### config.mk
export PLATFORM = sky130hd
export DESIGN_NAME = sm_adder_arb
export DESIGN_NICKNAME = d
export VERILOG_FILES = /design/src/rtl/sm_adder_arb.sv
export SDC_FILE = /design/constraint.sdc
export NUM_CORES = 1
export LEC_CHECK = 0
export ABC_AREA = 1
export BUFFER_PORTS_ARGS = -buffer_cell sky130_fd_sc_hd__buf_2
export CAP_MARGIN = 10
export CORE_ASPECT_RATIO = 1.2
export CORE_MARGIN = 2
export CORE_UTILIZATION = 59
export DETAILED_ROUTE_END_ITERATION = 7
export PLACE_DENSITY = 0.93
export SKIP_CTS_REPAIR_TIMING = 1
export SYNTH_ARGS = -nofsm -noshare
export SYNTH_HDL_FRONTEND = slang
export SYNTH_SLANG_ARGS = --single-unit
### constraint.sdc
create_clock -name clk -period 6.7 [get_ports clk]
set_input_delay 0.335 -clock clk [delete_from_list [all_inputs] [get_ports clk]]
set_output_delay 0.335 -clock clk [all_outputs]
set_load 0.01 [all_outputs]
### src/rtl/sm_adder_arb.sv
// Round-robin arbiter feeding a two-stage pipeline around one shared 4-bit
// sign-magnitude adder; results leave tagged with the requester ID.
module sm_adder_arb #(
    parameter int NUM_REQ = 4,
    parameter int ID_W    = 2
) (
    input  logic                 clk,
    input  logic                 rst,
    input  logic [NUM_REQ-1:0]   req_valid,
    input  logic [4*NUM_REQ-1:0] req_a,
    input  logic [4*NUM_REQ-1:0] req_b,
    output logic [NUM_REQ-1:0]   req_ready,
    output logic                 res_valid,
    output logic [4:0]           res_sum,
    output logic [ID_W-1:0]      res_id,
    input  logic                 res_ready,
    output logic                 busy
);

    logic [ID_W-1:0] ptr_q, ptr_d;

    logic            s1_valid_q;
    logic [3:0]      s1_a_q;
    logic [3:0]      s1_b_q;
    logic [ID_W-1:0] s1_id_q;

    logic            s2_valid_q;
    logic [4:0]      s2_sum_q;
    logic [ID_W-1:0] s2_id_q;

    logic            s2_adv;
    logic            s1_adv;
    logic            s1_acc;
    logic            xfer;
    logic [ID_W-1:0] gnt_id;
    logic [3:0]      gnt_a;
    logic [3:0]      gnt_b;
    logic [4:0]      sum_d;

    assign s2_adv = !s2_valid_q || res_ready;
    assign s1_adv = s1_valid_q && s2_adv;
    assign s1_acc = !s1_valid_q || s2_adv;

    // Scan starts at ptr_q and wraps; only the first valid index is granted.
    always_comb begin
        logic found;
        int unsigned idx;
        req_ready = '0;
        gnt_id    = '0;
        found     = 1'b0;
        idx       = 0;
        if (s1_acc && !rst) begin
            for (int unsigned k = 0; k < NUM_REQ; k++) begin
                idx = 32'(ptr_q) + k;
                if (idx >= NUM_REQ) begin
                    idx = idx - NUM_REQ;
                end
                if (!found && req_valid[idx]) begin
                    found          = 1'b1;
                    req_ready[idx] = 1'b1;
                    gnt_id         = ID_W'(idx);
                end
            end
        end
    end

    always_comb begin
        gnt_a = '0;
        gnt_b = '0;
        for (int unsigned i = 0; i < NUM_REQ; i++) begin
            if (req_ready[i]) begin
                gnt_a = req_a[4*i +: 4];
                gnt_b = req_b[4*i +: 4];
            end
        end
    end

    assign xfer = |(req_valid & req_ready);

    always_comb begin
        ptr_d = ptr_q;
        if (xfer) begin
            ptr_d = (gnt_id == ID_W'(NUM_REQ - 1)) ? '0 : gnt_id + ID_W'(1);
        end
    end

    always_comb begin
        logic       sa;
        logic       sb;
        logic [3:0] ma;
        logic [3:0] mb;
        logic [3:0] mag;
        logic       sign;
        sa   = s1_a_q[3];
        sb   = s1_b_q[3];
        ma   = {1'b0, s1_a_q[2:0]};
        mb   = {1'b0, s1_b_q[2:0]};
        mag  = '0;
        sign = 1'b0;
        if (sa == sb) begin
            mag  = ma + mb;
            sign = sa;
        end else if (ma >= mb) begin
            mag  = ma - mb;
            sign = sa;
        end else begin
            mag  = mb - ma;
            sign = sb;
        end
        // Zero magnitude is always reported as positive zero.
        if (mag == 4'd0) begin
            sign = 1'b0;
        end
        sum_d = {sign, mag};
    end

    always_ff @(posedge clk or posedge rst) begin
        if (rst) begin
            ptr_q      <= '0;
            s1_valid_q <= 1'b0;
            s1_a_q     <= '0;
            s1_b_q     <= '0;
            s1_id_q    <= '0;
            s2_valid_q <= 1'b0;
            s2_sum_q   <= '0;
            s2_id_q    <= '0;
        end else begin
            ptr_q <= ptr_d;

            if (xfer) begin
                s1_valid_q <= 1'b1;
                s1_a_q     <= gnt_a;
                s1_b_q     <= gnt_b;
                s1_id_q    <= gnt_id;
            end else if (s1_adv) begin
                s1_valid_q <= 1'b0;
            end

            if (s1_adv) begin
                s2_valid_q <= 1'b1;
                s2_sum_q   <= sum_d;
                s2_id_q    <= s1_id_q;
            end else if (s2_adv) begin
                s2_valid_q <= 1'b0;
            end
        end
    end

    assign res_valid = s2_valid_q;
    assign res_sum   = s2_sum_q;
    assign res_id    = s2_id_q;
    assign busy      = s1_valid_q || s2_valid_q;

endmodule
==> summary.txt, run 1 <==
Clock transition at the registers of the reported paths -> 0.08 ns
Proportion of synthesized area in mux cells -> 0%
Drc violations -> 0
Post-Synth Simple-Gate Area -> 43.28%
Internal Pwr Total -> 0.4887 mW
Nets@finish -> 439
Detailed-routing iteration count for the pre-antenna-repair pass -> 4
Post-synthesis cell area -> 2151 sq um
Number of clock sinks -> 21
# fillers -> 317
Initial Util -> 60.19%
Crit path arrival time -> 2.64 ns
Leading cell types by count after synthesis -> sky130_fd_sc_hd__nand2_1 (125), sky130_fd_sc_hd__inv_1 (44), sky130_fd_sc_hd__nand3_1 (34), sky130_fd_sc_hd__nor2_1 (26), sky130_fd_sc_hd__dfrtp_1 (21)
Total I/O pin count -> 52
Fraction of synthesized cell area taken by the top area cell type -> 24.43%
Synthesized area per cell -> 6.440 sq um
Adder and majority cell fraction of the synthesized area -> 11.87%
Power Density -> 447.5 nW/um^2
Total detailed-routing wirelength -> 4726 um
Launch instance of the worst register-to-register path -> ptr_q[0]$_DFFE_PP0P_
Switching share of power -> 55.43%
Total clock buffers created by CTS -> 3
Most numerous cell in the Yosys netlist -> sky130_fd_sc_hd__nand2_1
Final-report hold violation count -> 0
Worst skew pair latency -> 0.26 ns
Wire per inst -> 11.25 um
Die outline width -> 59.12 um
Worst setup path class -> reg -> out
Number of levels in the clock H-tree -> 1
Flops & latches, synth -> 21
Delay contributed by the slowest stage of the critical path -> 0.65 ns
CP endpoint kind -> output pin
Critical path buffers and inverters -> 4
Compound-cell area share of the yosys netlist -> 8.144%
Path class of the lowest-slack min-delay path -> in -> async
Leakage power -> 1.498 nW
Crit path required time -> 6.36 ns
Measured slew at the worst slew-check pin -> 0.7770 ns
CP Launch Type -> flip-flop
Power share of the clock group -> 7.6%
Worst path cell trace -> inv_2, ha_1, inv_1, nand3_1, nand2_1, nor2_8, nand3_1, nand3_1, nand2_2, inv_2, buf_2
Top delay family on crit path -> simple AND/OR/NAND/NOR gates
Total of endpoints with negative setup slack in the final report -> 0
Congestion Overflow GR -> 0
Unrepaired setup endpoints after global routing -> no
CTS tree -> done
Antenna fix cells -> 0
Tot GR Track Use -> 24.07%
Die boundary height -> 70.14 um
Timing startpoint of the critical path -> ptr_q[0]$_DFFE_PP0P_
Total via count after detailed routing -> 2159
Cell types with the largest area share after synthesis -> sky130_fd_sc_hd__dfrtp_1 (24%), sky130_fd_sc_hd__nand2_1 (22%), sky130_fd_sc_hd__ha_1 (8.1%)
Warnings from Yosys -> 0
Number of antenna violations at the first check in global routing -> 0
Final setup skew -> 0.0006558 ns
Fmax -> 0.3365 GHz
Status -> complete, no violations
Number of synthesized flops with an enable pin -> 0
Critical Path Most Common Cell -> sky130_fd_sc_hd__nand3_1
Sequential cell area fraction in the yosys report -> 24.43%
Syn-to-layout area delta -> 13.90%
Fin Setup TNS -> 0 ns
Peak supply drop -> 0.3246 mV
Root buffer selected by CTS -> sky130_fd_sc_hd__clkbuf_8
Total power after layout -> 1.096 mW
Number of max-cap violations -> 0
Synth unique cells -> 32
Cell total after placement -> 416
Via count of the first global-routing pass -> 1876
Cells after Synth -> 334
Total core area -> 3573 sq um
Full die area -> 4146 sq um
Drt initial violations -> 102
Post-synthesis cell type with the largest combined area -> sky130_fd_sc_hd__dfrtp_1
Net count of the mapped netlist -> 391
Combinational share of power -> 71.7%
Fin crit period -> 2.972 ns
Antenna Nets Post-Route -> 0
Combinational family with the most area after synthesis -> simple AND/OR/NAND/NOR gates
Weighted congestion reported at the end of routability-driven placement -> 0.9431
Final period utilization -> 44.35%
Top FF cell, synth -> sky130_fd_sc_hd__dfrtp_1
Slowest cell on the critical path -> sky130_fd_sc_hd__dfrtp_1
Number of standard cells in the layout, taps in and fillers out -> 420
Number of input and output port buffers inserted -> 51
Share of async-settable or async-resettable flops after synthesis -> 100.0%
Detailed placer's ending HPWL -> 3703 um
Number of buffers on the longest clock path -> 2
Largest driver fanout on the critical path -> 14
Largest net degree at the start of global routing -> 25
Slew headroom -> 48.14%
Post-synthesis xor/xnor area fraction -> 1.222%
Switching component of the power -> 0.6077 mW
Utilization of the core after routing -> 68.56%
Row count -> 24
Max Transition Viols Final -> 0
Wire length of the first global-routing pass -> 7983 um
Flop pwr share -> 20.6%
Ratio of cells with drive above 1 in the final layout -> 20.73%
Average via count per standard cell -> 5.140
metrics by stage:
step | hold WS (ns) | worst slack [ns] | instance area, sq um
after floorplan | 0.3175 | 4.431 | 2151
after global placement | 0.4543 | 3.910 | 2401
after detailed placement | 0.4684 | 3.806 | 2401
after CTS | 0.2367 | 3.747 | 2450
after global routing | 0.2781 | 3.432 | 2450
final | 0.2068 | 3.729 | 2450
kinds of logic after synthesis:
group	after synthesis
fa+ha+maj	18
buf+inv	57
simple gates	205
compound gates	30
xor+xnor	3
flops	21
worst paths after layout:
path,to,slack (ns),depth (start not counted)
max,req_ready[2],3.73,11
min,res_valid$_DFFE_PP0P_,0.21,2
max reg2reg,s1_a_q[3]$_DFFE_PP0P_,3.73,14
min reg2reg,res_sum[3]$_DFFE_PP0P_,0.49,2
max in group asynchronous,s1_a_q[1]$_DFFE_PP0P_,6.01,2
min in group clk,res_valid$_DFFE_PP0P_,0.38,4
power groups by stage:
stage	logic [mW]	registers [mW]	clock network [mW]
after global routing	0.900	0.235	0.0881
after CTS	0.784	0.226	0.0855
after global placement	0.756	0.225	0
final	0.787	0.226	0.0836
after floorplan	0.639	0.222	0
after detailed placement	0.777	0.228	0
layer usage:
metal  vias to the layer above  routed length (um)  global-route usage (%)
li1                       1135                   -                       -
met1                       946                2166                   33.06
met2                        68                2267                   38.64
met3                        10                 195                   1.481
met4                         0                  97                   10.10
met5                         -                   0                       0
cell type report:
cell class | count | area (sq um) | share of cell area, %
multi-input cells | 256 | 1388 | 56.64
flip-flops and latches | 21 | 525.5 | 21.45
repair buffers | 51 | 255.2 | 10.42
inverters | 49 | 183.9 | 7.508
well taps | 39 | 48.80 | 1.992
clock buffers | 3 | 41.29 | 1.685
clock inverters | 1 | 7.507 | 0.3064
registers in the layout (all words and copies together) (netlist names):
name        cells
res_id          2
res_sum         5
s1_valid_q      1
s1_id_q         2
ptr_q           2
s1_b_q          4
res_valid       1
s1_a_q          4
worst register-to-register path, delay by kind of cell, from the launching register on:
family	cells	cell delay, ns
adder cells (fa/ha/maj)	1	0.38
AND/OR/NAND/NOR	11	1.53
flip-flops	1	0.65
buffers and inverters	2	0.30
cell usage in the layout (no fill, tap or decap), drive strengths merged, types with 2 or more instances in the layout:
master  count
a21boi      4
a21oi       7
buf        51
clkbuf      3
dfrtp      21
fa          4
ha         14
inv        49
nand2     133
nand3      39
nand4       2
nor2       29
o211ai      2
o21ai      15
or2         2
xnor2       2
No activity file was read; power rests on OpenSTA's default activity.
==> inputs of run 2 (changes only) <==
--- a/config.mk
+++ b/config.mk
@@ -10,9 +10,9 @@
 export CAP_MARGIN = 10
 export CORE_ASPECT_RATIO = 1.2
 export CORE_MARGIN = 2
-export CORE_UTILIZATION = 59
+export CORE_UTILIZATION = 49
 export DETAILED_ROUTE_END_ITERATION = 7
-export PLACE_DENSITY = 0.93
+export PLACE_DENSITY = 0.83
 export SKIP_CTS_REPAIR_TIMING = 1
 export SYNTH_ARGS = -nofsm -noshare
 export SYNTH_HDL_FRONTEND = slang
==> constraint.sdc (replaced) <==
create_clock -name clk -period 2.5 [get_ports clk]
set_input_delay 0.125 -clock clk [delete_from_list [all_inputs] [get_ports clk]]
set_output_delay 0.125 -clock clk [all_outputs]
set_load 0.01 [all_outputs]
==> run 2 against run 1 <==
Compared with the run above:
- setup slack worse by 3.5 ns
- clock power grew to 2.8 times the previous value
- clock skew is 0.0030 ns higher
- sequential cell count stayed put
- core utilization is 7.2 points lower
- total power grew to 2.9 times the previous value
- sequential share of layout area is 1.1 points lower
- via count is 1.9% higher
- combinational power grew to 3.0 times the previous value
- critical endpoint is now res_sum[4]$_DFFE_PP0P_
==> summary.txt, run 2 (synthesized netlist as in run 1, its figures left out) <==
Worst Slack Setup Final -> 0.1808 ns
Number of antenna violations at the first check in global routing -> 0
CP Launch Type -> flip-flop
Place WS -> 0.03171 ns
Largest driver fanout on the critical path -> 4
Row count -> 26
Number of buffers on the longest clock path -> 2
Initial Util -> 50.86%
Path class of the lowest-slack min-delay path -> in -> reg
Worst hold slack -> 0.1595 ns
Fmax -> 0.4312 GHz
Via count of the first global-routing pass -> 1954
Final setup skew -> 0.003690 ns
Syn-to-layout area delta -> 20.59%
Leakage power -> 1.564 nW
CP endpoint kind -> flip-flop
Total power after layout -> 3.151 mW
Worst skew pair latency -> 0.27 ns
Die boundary height -> 76.58 um
Power Density -> 1215 nW/um^2
Number of max-cap violations -> 0
Drc violations -> 0
Flip-flop count of the largest register, all copies and words added -> 5
Total I/O pin count -> 52
Leading cell type in the layout, fill and taps excluded -> sky130_fd_sc_hd__nand2_1
Slew headroom -> 77.58%
Fin crit period -> 2.319 ns
Wire length of the first global-routing pass -> 8266 um
Status -> complete, no violations
Top library cells by usage in the layout, fill and taps aside -> sky130_fd_sc_hd__nand2_1 (124), sky130_fd_sc_hd__buf_2 (51), sky130_fd_sc_hd__inv_1 (43)
R2r setup slk -> 0.18 ns
Ratio of cells with drive above 1 in the final layout -> 23.79%
Unrepaired setup endpoints after global routing -> no
Peak supply drop -> 0.7614 mV
Number of levels in the clock H-tree -> 1
Worst setup path class -> reg -> reg
Number of standard cells in the layout, taps in and fillers out -> 447
Antenna fix cells -> 0
Nets@finish -> 449
Die outline width -> 64.48 um
Total clock buffers created by CTS -> 3
Drt initial violations -> 113
Cell total after placement -> 439
Number of input and output port buffers inserted -> 51
Tot GR Track Use -> 20.52%
Detailed-routing iteration count for the pre-antenna-repair pass -> 5
Full die area -> 4938 sq um
Final period utilization -> 92.77%
Crit path arrival time -> 2.53 ns
Wire per inst -> 11.38 um
Detailed placer's ending HPWL -> 3893 um
Congestion Overflow GR -> 0
Total via count after detailed routing -> 2201
CTS tree -> done
Antenna Nets Post-Route -> 0
# fillers -> 426
Total detailed-routing wirelength -> 5087 um
Crit path required time -> 2.71 ns
Number of clock sinks -> 21
Total core area -> 4229 sq um
Root buffer selected by CTS -> sky130_fd_sc_hd__clkbuf_8
Largest net degree at the start of global routing -> 25
Max Transition Viols Final -> 0
Weighted congestion reported at the end of routability-driven placement -> 0.9254
Clock transition at the registers of the reported paths -> 0.08 ns
Final-report hold violation count -> 0
Fin Setup TNS -> 0 ns
Total of endpoints with negative setup slack in the final report -> 0
Average via count per standard cell -> 4.924
Measured slew at the worst slew-check pin -> 0.3359 ns
## run 2: layer usage
| metal | up-vias | GRT usage, % | wire length, um |
|---|---|---|---|
| met5 | - | 0 | 0 |
| met4 | 0 | 6.596 | 85 |
| met3 | 9 | 1.477 | 189 |
| met2 | 61 | 37.29 | 2627 |
| met1 | 986 | 25.30 | 2184 |
| li1 | 1145 | - | - |
## run 2: final timing paths
path                                        start                endpoint  depth (start not counted)
max                         s1_a_q[0]$_DFFE_PP0P_  res_sum[4]$_DFFE_PP0P_                         15
min                                     res_ready   res_valid$_DFFE_PP0P_                          4
max reg2reg                 s1_a_q[0]$_DFFE_PP0P_  res_sum[4]$_DFFE_PP0P_                         15
min reg2reg                s1_id_q[1]$_DFFE_PP0P_   res_id[1]$_DFFE_PP0P_                          2
max in group asynchronous                     rst   s1_b_q[1]$_DFFE_PP0P_                          4
min in group asynchronous                     rst  s1_valid_q$_DFFE_PP0P_                          4
## run 2: cell type report
class                           count  area (sq um)  share of cell area [%]
Clock buffer                        3         41.29                   1.592
Sequential cell                    21         526.8                   20.31
Timing Repair Buffer               61         345.3                   13.31
Clock inverter                      1         7.507                  0.2894
Inverter                           49         186.4                   7.188
Tap cell                           56         70.07                   2.701
Multi-Input combinational cell    256          1416                   54.61
## run 2: power breakdown
group          leakage [nW]  total, mW  internal [mW]  switching [mW]
Sequential            0.273      0.564          0.467          0.0971
Combinational          1.27       2.35          0.869            1.48
Clock                0.0217      0.237          0.113           0.125
Total                  1.56       3.15           1.45            1.70
## run 2: per-stage QoR
step	utilization, %	instance area [sq um]
after floorplan	-	2151
after global placement	58.64	2480
after detailed placement	58.64	2480
after CTS	59.79	2529
after global routing	61.33	2594
final	61.33	2594
## run 2: worst max-delay path, stage by stage, from the launching register on
cell and delay (ns):
sky130_fd_sc_hd__dfrtp_1 0.40, sky130_fd_sc_hd__inv_1 0.06, sky130_fd_sc_hd__ha_1 0.15, sky130_fd_sc_hd__inv_1 0.06
sky130_fd_sc_hd__fa_2 0.34, sky130_fd_sc_hd__fa_1 0.36, sky130_fd_sc_hd__inv_1 0.07, sky130_fd_sc_hd__nand2_2 0.07
sky130_fd_sc_hd__inv_2 0.08, sky130_fd_sc_hd__buf_4 0.11, sky130_fd_sc_hd__o211ai_1 0.07, sky130_fd_sc_hd__nand3_1 0.08
sky130_fd_sc_hd__o31ai_1 0.10, sky130_fd_sc_hd__nand4_1 0.11, sky130_fd_sc_hd__o2111ai_2 0.11, sky130_fd_sc_hd__nand2_1 0.07
==> inputs of run 3 (changes only) <==
--- a/config.mk
+++ b/config.mk
@@ -10,9 +10,9 @@
 export CAP_MARGIN = 10
 export CORE_ASPECT_RATIO = 1.2
 export CORE_MARGIN = 2
-export CORE_UTILIZATION = 49
+export CORE_UTILIZATION = 59
 export DETAILED_ROUTE_END_ITERATION = 7
-export PLACE_DENSITY = 0.83
+export PLACE_DENSITY = 0.93
 export SKIP_CTS_REPAIR_TIMING = 1
 export SYNTH_ARGS = -nofsm -noshare
 export SYNTH_HDL_FRONTEND = slang
==> constraint.sdc (replaced) <==
create_clock -name clk -period 2.9 [get_ports clk]
set_input_delay 0.145 -clock clk [delete_from_list [all_inputs] [get_ports clk]]
set_output_delay 0.145 -clock clk [all_outputs]
set_load 0.01 [all_outputs]
==> run 3 against run 2 <==
Compared with the run above:
- clock skew grew 0.0040 ns
- sequential power is 11% lower
- clock-buffer cell count is the same
- clock power fell by 18%
==> summary.txt, run 3 (synthesized netlist as in run 1, its figures left out) <==
Total I/O pin count -> 52
Drt initial violations -> 117
Congestion Overflow GR -> 0
Worst setup path class -> reg -> out
Weighted congestion reported at the end of routability-driven placement -> 0.8915
Switching share of power -> 54.94%
Leakage power -> 1.519 nW
Detailed placer's ending HPWL -> 3691 um
Average via count per standard cell -> 5.104
Ratio of cells with drive above 1 in the final layout -> 21.76%
Total of endpoints with negative setup slack in the final report -> 0
Drc violations -> 0
Measured slew at the worst slew-check pin -> 0.3376 ns
Place WS -> 0.2859 ns
Syn-to-layout area delta -> 16.00%
Top library cells by usage in the layout, fill and taps aside -> sky130_fd_sc_hd__nand2_1 (125), sky130_fd_sc_hd__buf_2 (51), sky130_fd_sc_hd__inv_1 (44)
Initial Util -> 60.19%
Total core area -> 3573 sq um
CP endpoint kind -> output pin
Unrepaired setup endpoints after global routing -> no
Power share of the clock group -> 7.5%
# fillers -> 314
Row count -> 24
Fin crit period -> 2.537 ns
Fin Setup TNS -> 0 ns
Final period utilization -> 87.47%
Die outline width -> 59.12 um
Slew headroom -> 77.30%
Largest net degree at the start of global routing -> 25
Total via count after detailed routing -> 2169
Post-placement cell area -> 2424 sq um
Total power after layout -> 2.591 mW
Nets@finish -> 444
Cell total after placement -> 419
Antenna Nets Post-Route -> 0
Via count of the first global-routing pass -> 1998
Antenna fix cells -> 0
Die boundary height -> 70.14 um
Final-report hold violation count -> 0
Flip-flop count of the largest register, all copies and words added -> 5
Number of standard cells in the layout, taps in and fillers out -> 425
Leading cell type in the layout, fill and taps excluded -> sky130_fd_sc_hd__nand2_1
Number of buffers on the longest clock path -> 2
CTS tree -> done
Worst Slack Setup Final -> 0.3634 ns
Max Transition Viols Final -> 0
Power Density -> 1038 nW/um^2
Combinational share of power -> 73.2%
Number of max-cap violations -> 0
CP Launch Type -> flip-flop
Switching component of the power -> 1.423 mW
Path class of the lowest-slack min-delay path -> in -> reg
Crit path required time -> 2.76 ns
Number of input and output port buffers inserted -> 51
Tot GR Track Use -> 24.67%
Number of levels in the clock H-tree -> 1
Status -> complete, no violations
Number of clock sinks -> 21
Peak supply drop -> 0.6278 mV
Wire per inst -> 11.36 um
Total clock buffers created by CTS -> 3
Fmax -> 0.3942 GHz
Worst hold slack -> 0.1741 ns
Worst skew pair latency -> 0.26 ns
Utilization of the core after routing -> 69.82%
Wire length of the first global-routing pass -> 8273 um
Number of antenna violations at the first check in global routing -> 0
Full die area -> 4146 sq um
Detailed-routing iteration count for the pre-antenna-repair pass -> 4
Total detailed-routing wirelength -> 4828 um
Flop pwr share -> 19.3%
Largest driver fanout on the critical path -> 10
Final setup skew -> 0.007673 ns
Crit path arrival time -> 2.39 ns
Non-Filler Cell Area, Final -> 2495 sq um
Internal Pwr Total -> 1.167 mW
Clock transition at the registers of the reported paths -> 0.08 ns
Root buffer selected by CTS -> sky130_fd_sc_hd__clkbuf_8
-- run 3: area by class of cell --
cell class | count | area [sq um] | area share, %
Clock buffer | 3 | 41.29 | 1.655
Clock inverter | 1 | 7.507 | 0.3009
Inverter | 49 | 183.9 | 7.372
Multi-Input combinational cell | 257 | 1399 | 56.07
Sequential cell | 21 | 526.8 | 21.11
Tap cell | 39 | 48.80 | 1.956
Timing Repair Buffer | 55 | 287.8 | 11.53
-- run 3: power by group through the flow --
stage	registers [mW]	clock network (mW)	logic, mW
3_5_place_dp	0.502	0	1.85
5_1_grt	0.519	0.205	2.17
3_3_place_gp	0.493	0	1.80
6_report	0.501	0.194	1.90
2_1_floorplan	0.513	0	1.48
4_1_cts	0.499	0.196	1.87
-- run 3: path summary, 6_finish.rpt --
check                      slack, ns                   from  depth (start not counted)                      to
max in group asynchronous       2.22                    rst                          4    ptr_q[1]$_DFFE_PP0P_
min in group asynchronous       0.45                    rst                          4   res_valid$_DFFE_PP0P_
min                             0.17              res_ready                          4   res_valid$_DFFE_PP0P_
max reg2reg                     0.40  s1_a_q[0]$_DFFE_PP0P_                         15  res_sum[4]$_DFFE_PP0P_
min reg2reg                     0.48  res_id[1]$_DFFE_PP0P_                          2   res_id[1]$_DFFE_PP0P_
max                             0.36   ptr_q[1]$_DFFE_PP0P_                         11            req_ready[2]
-- run 3: per-layer routing --
metal  global-route usage (%)  share of wire (%)  wire length (um)  vias to the layer above
met3                    2.778                4.2               205                        4
met5                        0                  0                 0                        -
met1                    31.26                 43              2085                      955
met2                    43.58                 52              2500                       70
met4                    6.061               0.77                37                        0
li1                         -                  -                 -                     1140
-- run 3: worst max-delay path: stages, from the launching register on --
cell and delay [ns]:
sky130_fd_sc_hd__dfrtp_2 0.46, sky130_fd_sc_hd__inv_1 0.14, sky130_fd_sc_hd__ha_1 0.38, sky130_fd_sc_hd__inv_1 0.10
sky130_fd_sc_hd__nand3_1 0.09, sky130_fd_sc_hd__nand2_1 0.12, sky130_fd_sc_hd__nor2_8 0.17, sky130_fd_sc_hd__nand3_1 0.10
sky130_fd_sc_hd__nand3_1 0.13, sky130_fd_sc_hd__nand2_2 0.13, sky130_fd_sc_hd__inv_2 0.16, sky130_fd_sc_hd__buf_2 0.15
